**src/rtl/secure_elevator_ctrl_n.sv**
```systemverilog
// secure_elevator_ctrl_n: password-gated SCAN elevator controller with bad-password lockout.
// Defining FIRE_RECALL_EN adds the fire_recall input, which returns the car to floor 0.
//
// state     | meaning
// IDLE      | car parked, door closed, picks next direction from pending
// MOVE_UP   | motor up, travel timer running toward the next floor
// MOVE_DOWN | motor down, travel timer running toward the next floor
// DOOR      | door open, dwell timer running (held open at floor 0 during recall)
module secure_elevator_ctrl_n #(
  parameter int              FLOORS        = 8,
  parameter int              FLOOR_W       = 3,
  parameter int              PW_W          = 4,
  parameter logic [PW_W-1:0] PASSWORD      = 4'b1010,
  parameter int              MAX_FAILS     = 3,
  parameter int              LOCK_CYCLES   = 64,
  parameter int              TRAVEL_CYCLES = 4,
  parameter int              DOOR_CYCLES   = 8
) (
  input  logic               clk,
  input  logic               rst,
  input  logic               req_valid,
  input  logic [FLOOR_W-1:0] req_floor,
  input  logic [PW_W-1:0]    password,
`ifdef FIRE_RECALL_EN
  input  logic               fire_recall,
`endif
  output logic               req_ready,
  output logic               req_accept,
  output logic               req_reject,
  output logic [FLOOR_W-1:0] current_floor,
  output logic               door_open,
  output logic               up,
  output logic               down,
  output logic               locked,
  output logic [FLOORS-1:0]  pending
);

  localparam int FAIL_W = $clog2(MAX_FAILS + 1);
  localparam int LOCK_W = $clog2(LOCK_CYCLES + 1);
  localparam int TRAV_W = $clog2(TRAVEL_CYCLES + 1);
  localparam int DOOR_W = $clog2(DOOR_CYCLES + 1);

  typedef enum logic [1:0] {IDLE, MOVE_UP, MOVE_DOWN, DOOR} state_t;

  state_t             state, state_nxt;
  logic               dir_up, dir_nxt;
  logic [FLOOR_W-1:0] floor_nxt, floor_up, floor_dn;
  logic [TRAV_W-1:0]  travel_tmr, travel_nxt;
  logic [DOOR_W-1:0]  door_tmr, door_nxt;
  logic [LOCK_W-1:0]  lock_tmr, lock_nxt;
  logic [FAIL_W-1:0]  fail_cnt, fail_nxt;
  logic [FLOORS-1:0]  pend_nxt, pend_req;
  logic [FLOORS-1:0]  above_cur, below_cur, above_up, below_dn;
  logic               locked_nxt, accept_nxt, reject_nxt, reopen, recall;

`ifdef FIRE_RECALL_EN
  assign recall = fire_recall;
`else
  assign recall = 1'b0;
`endif

  function automatic logic [FLOORS-1:0] mask_above(input logic [FLOOR_W-1:0] f);
    for (int i = 0; i < FLOORS; i++) mask_above[i] = (i > int'(f));
  endfunction

  function automatic logic [FLOORS-1:0] mask_below(input logic [FLOOR_W-1:0] f);
    for (int i = 0; i < FLOORS; i++) mask_below[i] = (i < int'(f));
  endfunction

  assign floor_up  = current_floor + FLOOR_W'(1);
  assign floor_dn  = current_floor - FLOOR_W'(1);
  assign above_cur = mask_above(current_floor);
  assign below_cur = mask_below(current_floor);
  assign above_up  = mask_above(floor_up);
  assign below_dn  = mask_below(floor_dn);

  assign req_ready = !locked;
  assign up        = (state == MOVE_UP);
  assign down      = (state == MOVE_DOWN);
  assign door_open = (state == DOOR);

  always_comb begin
    state_nxt  = state;
    floor_nxt  = current_floor;
    dir_nxt    = dir_up;
    travel_nxt = travel_tmr;
    door_nxt   = door_tmr;
    pend_nxt   = pending;
    fail_nxt   = fail_cnt;
    lock_nxt   = lock_tmr;
    locked_nxt = locked;
    accept_nxt = 1'b0;
    reject_nxt = 1'b0;
    reopen     = 1'b0;

    if (locked) begin
      if (lock_tmr <= LOCK_W'(1)) begin
        locked_nxt = 1'b0;
        lock_nxt   = '0;
        fail_nxt   = '0;
      end else begin
        lock_nxt = lock_tmr - LOCK_W'(1);
      end
    end

    // Out-of-range floors are rejected before the password is judged, so they never count as fails.
    if (req_valid && req_ready) begin
      if (recall || (32'(req_floor) >= 32'(FLOORS))) begin
        reject_nxt = 1'b1;
      end else if (password != PASSWORD) begin
        reject_nxt = 1'b1;
        fail_nxt   = fail_cnt + FAIL_W'(1);
        if (32'(fail_cnt) + 32'd1 >= 32'(MAX_FAILS)) begin
          locked_nxt = 1'b1;
          lock_nxt   = LOCK_W'(LOCK_CYCLES);
        end
      end else begin
        accept_nxt = 1'b1;
        fail_nxt   = '0;
        if ((state == IDLE || state == DOOR) && req_floor == current_floor) reopen = 1'b1;
        else pend_nxt[req_floor] = 1'b1;
      end
    end

    if (recall) pend_nxt = '0;
    pend_req = pend_nxt;

    unique case (state)
      IDLE: begin
        if (reopen || (recall && current_floor == '0)) begin
          state_nxt = DOOR;
          door_nxt  = DOOR_W'(DOOR_CYCLES);
        end else if (recall) begin
          state_nxt  = MOVE_DOWN;
          dir_nxt    = 1'b0;
          travel_nxt = TRAV_W'(TRAVEL_CYCLES);
        end else if (pending[current_floor]) begin
          pend_nxt[current_floor] = 1'b0;
          state_nxt = DOOR;
          door_nxt  = DOOR_W'(DOOR_CYCLES);
        end else if (|(pending & above_cur) && (dir_up || !(|(pending & below_cur)))) begin
          state_nxt  = MOVE_UP;
          dir_nxt    = 1'b1;
          travel_nxt = TRAV_W'(TRAVEL_CYCLES);
        end else if (|(pending & below_cur)) begin
          state_nxt  = MOVE_DOWN;
          dir_nxt    = 1'b0;
          travel_nxt = TRAV_W'(TRAVEL_CYCLES);
        end
      end
      MOVE_UP: begin
        if (travel_tmr > TRAV_W'(1)) begin
          travel_nxt = travel_tmr - TRAV_W'(1);
        end else begin
          floor_nxt  = floor_up;
          travel_nxt = TRAV_W'(TRAVEL_CYCLES);
          if (recall) begin
            state_nxt = MOVE_DOWN;
            dir_nxt   = 1'b0;
          end else if (pend_req[floor_up]) begin
            pend_nxt[floor_up] = 1'b0;
            state_nxt  = DOOR;
            door_nxt   = DOOR_W'(DOOR_CYCLES);
            travel_nxt = '0;
          end else if (!(|(pend_req & above_up))) begin
            state_nxt  = IDLE;
            travel_nxt = '0;
          end
        end
      end
      MOVE_DOWN: begin
        if (travel_tmr > TRAV_W'(1)) begin
          travel_nxt = travel_tmr - TRAV_W'(1);
        end else begin
          floor_nxt  = floor_dn;
          travel_nxt = TRAV_W'(TRAVEL_CYCLES);
          if (recall) begin
            if (floor_dn == '0) begin
              state_nxt  = DOOR;
              door_nxt   = DOOR_W'(DOOR_CYCLES);
              travel_nxt = '0;
            end
          end else if (pend_req[floor_dn]) begin
            pend_nxt[floor_dn] = 1'b0;
            state_nxt  = DOOR;
            door_nxt   = DOOR_W'(DOOR_CYCLES);
            travel_nxt = '0;
          end else if (!(|(pend_req & below_dn))) begin
            state_nxt  = IDLE;
            travel_nxt = '0;
          end
        end
      end
      DOOR: begin
        // Recall at floor 0 keeps reloading the dwell so a full dwell follows its release.
        if (reopen || (recall && current_floor == '0)) begin
          door_nxt = DOOR_W'(DOOR_CYCLES);
        end else if (recall || door_tmr <= DOOR_W'(1)) begin
          state_nxt = IDLE;
          door_nxt  = '0;
        end else begin
          door_nxt = door_tmr - DOOR_W'(1);
        end
      end
      default: state_nxt = IDLE;
    endcase
  end

  always_ff @(posedge clk or negedge rst) begin
    if (!rst) begin
      state         <= IDLE;
      dir_up        <= 1'b1;
      current_floor <= '0;
      travel_tmr    <= '0;
      door_tmr      <= '0;
      lock_tmr      <= '0;
      fail_cnt      <= '0;
      locked        <= 1'b0;
      pending       <= '0;
      req_accept    <= 1'b0;
      req_reject    <= 1'b0;
    end else begin
      state         <= state_nxt;
      dir_up        <= dir_nxt;
      current_floor <= floor_nxt;
      travel_tmr    <= travel_nxt;
      door_tmr      <= door_nxt;
      lock_tmr      <= lock_nxt;
      fail_cnt      <= fail_nxt;
      locked        <= locked_nxt;
      pending       <= pend_nxt;
      req_accept    <= accept_nxt;
      req_reject    <= reject_nxt;
    end
  end

endmodule

```
**config.mk**
```make
export PLATFORM = sky130hd
export DESIGN_NAME = secure_elevator_ctrl_n
export DESIGN_NICKNAME = d
export VERILOG_FILES = /design/src/rtl/secure_elevator_ctrl_n.sv
export SDC_FILE = /design/constraint.sdc
export NUM_CORES = 1
export LEC_CHECK = 0
export BUFFER_PORTS_ARGS = -buffer_cell sky130_fd_sc_hd__buf_2
export CAP_MARGIN = 20
export CORE_ASPECT_RATIO = 2
export CORE_UTILIZATION = 54
export CTS_CLUSTER_SIZE = 10
export DETAILED_ROUTE_END_ITERATION = 12
export GPL_TIMING_DRIVEN = 0
export PLACE_DENSITY = 0.74
export SYNTH_ARGS = -nofsm -noshare
export SYNTH_HDL_FRONTEND = slang
export SYNTH_SLANG_ARGS = --single-unit
export TNS_END_PERCENT = 5
```
**constraint.sdc**
```tcl
create_clock -name clk -period 3.42 [get_ports clk]
set_clock_uncertainty 0.15 [all_clocks]
set_input_delay 0.171 -clock clk [delete_from_list [all_inputs] [get_ports clk]]
set_output_delay 0.171 -clock clk [all_outputs]
set_load 0.01 [all_outputs]
```
==> reports/qor.yml <==
outcome: "finished, final reports clean"
vias: 3007
cts_root_buf: "clkbuf_8"
drtIter0Drc: 153
power_density_nw_per_um2: 935
drtPass1Iterations: 5
final_area_um2: 3360
core-area_um2: 5090
dp_slack_ns: -0.765
setup_ws_ns: 0.125
end_kind: "flop"
worst_slew_pin_slew_ns: 0.733
period_needed_ns: 3.29
ys_seq_elements: 33
finalHoldViolCount: 0
hold_path_class: "in2reg"
port_buffers: 26
cap_violations: 0
cts_buffers: 5
met3_usage: 0.129
seq_area_frac_synth: 0.292
layout.cells.most_common_list: "a21oi_1 (35), nor2_1 (31), dfrtp_1 (30)"
ys_async_sr_fraction: 1.00
grt_pass1_wl_um: 14800
layout.cells.most_common: "a21oi_1"
placed_cell_area_um2: 3040
antenna_cells: 0
die_h_um: 104
tns_ns: 0
top_level_ports: 28
grt_usage: 0.371
rows: 37
clk_latency_ns: 0.30
final_nets: 420
syn-mean-instance-area_um2: 8.08
grt_busiest_layer: "met2"
critical_path_class: "reg2reg"
die_x_um: 53.2
initial_core_util: 0.557
synth_edf_count: 0
tritoncts: "done"
max_freq_ghz: 0.304
first_global_vias: 2983
grtUsageMet1: 0.375
synth_flop_cell: "dfrtp_1"
critPathRequiredTime_ns: 3.44
leakage_nw: 1.49
synth_fp_nets: 380
synth_cell_types: 63
arrival_ns: 3.32
placed_cells: 436
peakVddDrop_mv: 0.691
maxSlewViolCount: 0
cts_sinks: 33
htree_levels: 2
finalSetupViolations: 0
avgRoutedWirePerCell_um: 20.5
path_clk_slew_ns: 0.07
setup.worst_path.start_class: "flop"
drive_above_1_share: 0.212
yosys_warnings: 0
area.growth.synth_to_final_pct: 18.6
drt_wl_total_um: 9220
timing.slew.headroom: 0.512
netlist_instances: 351
dpl.hpwl_um: 6640
fin_util: 0.660
gp_congestion: 0.987
drcViolationCount: 0
critPathMaxFanout: 12
grt_antenna_before_repair: 0
ctsLongestPathBuffers: 2
overflow: 0
grt_max_degree: 34
synth_area_um2: 2840
use_met2: 0.581
viasPerCell: 6.68
die_area_um2: 5560
finalCritPeriodShare: 0.963
ant_nets: 0
layoutNonFillerInstCount: 450
## layout make-up
| type | count | area, um^2 |
|---|---|---|
| Clock inverter | 2 | 37.5 |
| Multi-Input combinational cell | 278 | 1940 |
| Sequential cell | 33 | 830 |
| Timing Repair Buffer | 33 | 195 |
| Clock buffer | 6 | 82.6 |
| Fill cell | 482 | 1730 |
| Tap cell | 58 | 72.6 |
| Buffer | 18 | 115 |
| Inverter | 22 | 86.3 |
## through the flow
stage	total power, mW	hold WS (ns)
6_report	3.14	0.152
3_5_place_dp	2.43	0.118
5_1_grt	3.40	0.148
4_1_cts	2.93	0.139
2_1_floorplan	1.92	-0.275
3_3_place_gp	2.38	0.105
## power by group
part | internal (mW) | switching (mW)
sequential | 0.467 | 0.0842
combinational | 0.836 | 1.37
clock | 0.237 | 0.152
total | 1.54 | 1.60
## per-layer routing
| metal | routed length [um] | vias to the layer above |
|---|---|---|
| li1 | - | 1391 |
| met1 | 3130 | 1438 |
| met2 | 4760 | 129 |
| met3 | 628 | 49 |
| met4 | 695 | 0 |
| met5 | 0 | - |
## logic make-up after synthesis
| group | Yosys count | share of synthesized area |
|---|---|---|
| XOR/XNOR | 12 | 0.0371 |
| multiplexers | 7 | 0.0362 |
| adder cells (fa/ha/maj) | 19 | 0.0838 |
| AND/OR/NAND/NOR | 120 | 0.211 |
| buffers and inverters | 40 | 0.0618 |
| AO/OA/AOI/OAI | 120 | 0.278 |
| flip-flops | 33 | 0.292 |
## sequential cells by signal, indices dropped and copies added (netlist names)
signal	flops
current_floor	3
dir_up	1
door_tmr	4
fail_cnt	2
lock_tmr	7
locked	1
pending	8
req_accept	1
req_reject	1
state	2
travel_tmr	3
## path summary, 6_finish.rpt
check / depth (start not counted) / end / slack [ns] / from
worst max-delay path: 12 / state[1] / 0.13 / current_floor[0]
worst min-delay path: 4 / req_reject / 0.15 / req_valid
worst max register to register: 12 / state[1] / 0.13 / current_floor[0]
worst min register to register: 2 / dir_up / 0.37 / dir_up
max in group asynchronous: 2 / current_floor[1] / 2.29 / rst
min in group asynchronous: 2 / pending[2] / 0.32 / rst
## repair_timing
| item | CTS | global route |
|---|---|---|
| setup buffers | 0 | 5 |
| endpoints found under the setup margin | 17 | 16 |
| gates cloned | 0 | 0 |
| hold endpoints to repair | 32 | 0 |
| hold buffers | 1 | 0 |
| pin swaps | 0 | 3 |
| resized for setup | 19 | 19 |
## synth_stat cells (all sizes together) (3+ instances only)
| cell | n | area share |
|---|---|---|
| ha | 19 | 0.084 |
| o211ai | 4 | 0.011 |
| nand2b | 4 | 0.0088 |
| inv | 22 | 0.029 |
| xnor2 | 5 | 0.015 |
| nor2 | 32 | 0.042 |
| nor2b | 7 | 0.015 |
| nor4 | 4 | 0.0088 |
| a31oi | 12 | 0.026 |
| clkbuf | 11 | 0.015 |
| o41ai | 4 | 0.012 |
| mux2 | 3 | 0.013 |
| a21oi | 37 | 0.065 |
| buf | 7 | 0.018 |
| a21boi | 4 | 0.011 |
| a211oi | 4 | 0.011 |
| xor2 | 7 | 0.022 |
| o31ai | 4 | 0.011 |
| o32ai | 3 | 0.0093 |
| nand4 | 5 | 0.011 |
| nand3 | 8 | 0.014 |
| nor3 | 16 | 0.028 |
| a311oi | 5 | 0.015 |
| nand2 | 27 | 0.038 |
| or3 | 6 | 0.013 |
| dfrtp | 32 | 0.28 |
| and2 | 3 | 0.0066 |
| o21ai | 22 | 0.039 |
## worst max-delay path: stages (launching register included)
cell	delay, ns
dfrtp_2	0.44
buf_4	0.22
inv_1	0.15
buf_4	0.24
ha_4	0.31
inv_1	0.11
nor2_4	0.17
o32ai_1	0.09
a221oi_1	0.29
o311a_1	0.24
a21boi_1	0.09
a211o_2	0.36
mux2_4	0.31
(Power assumes the default switching activity.)
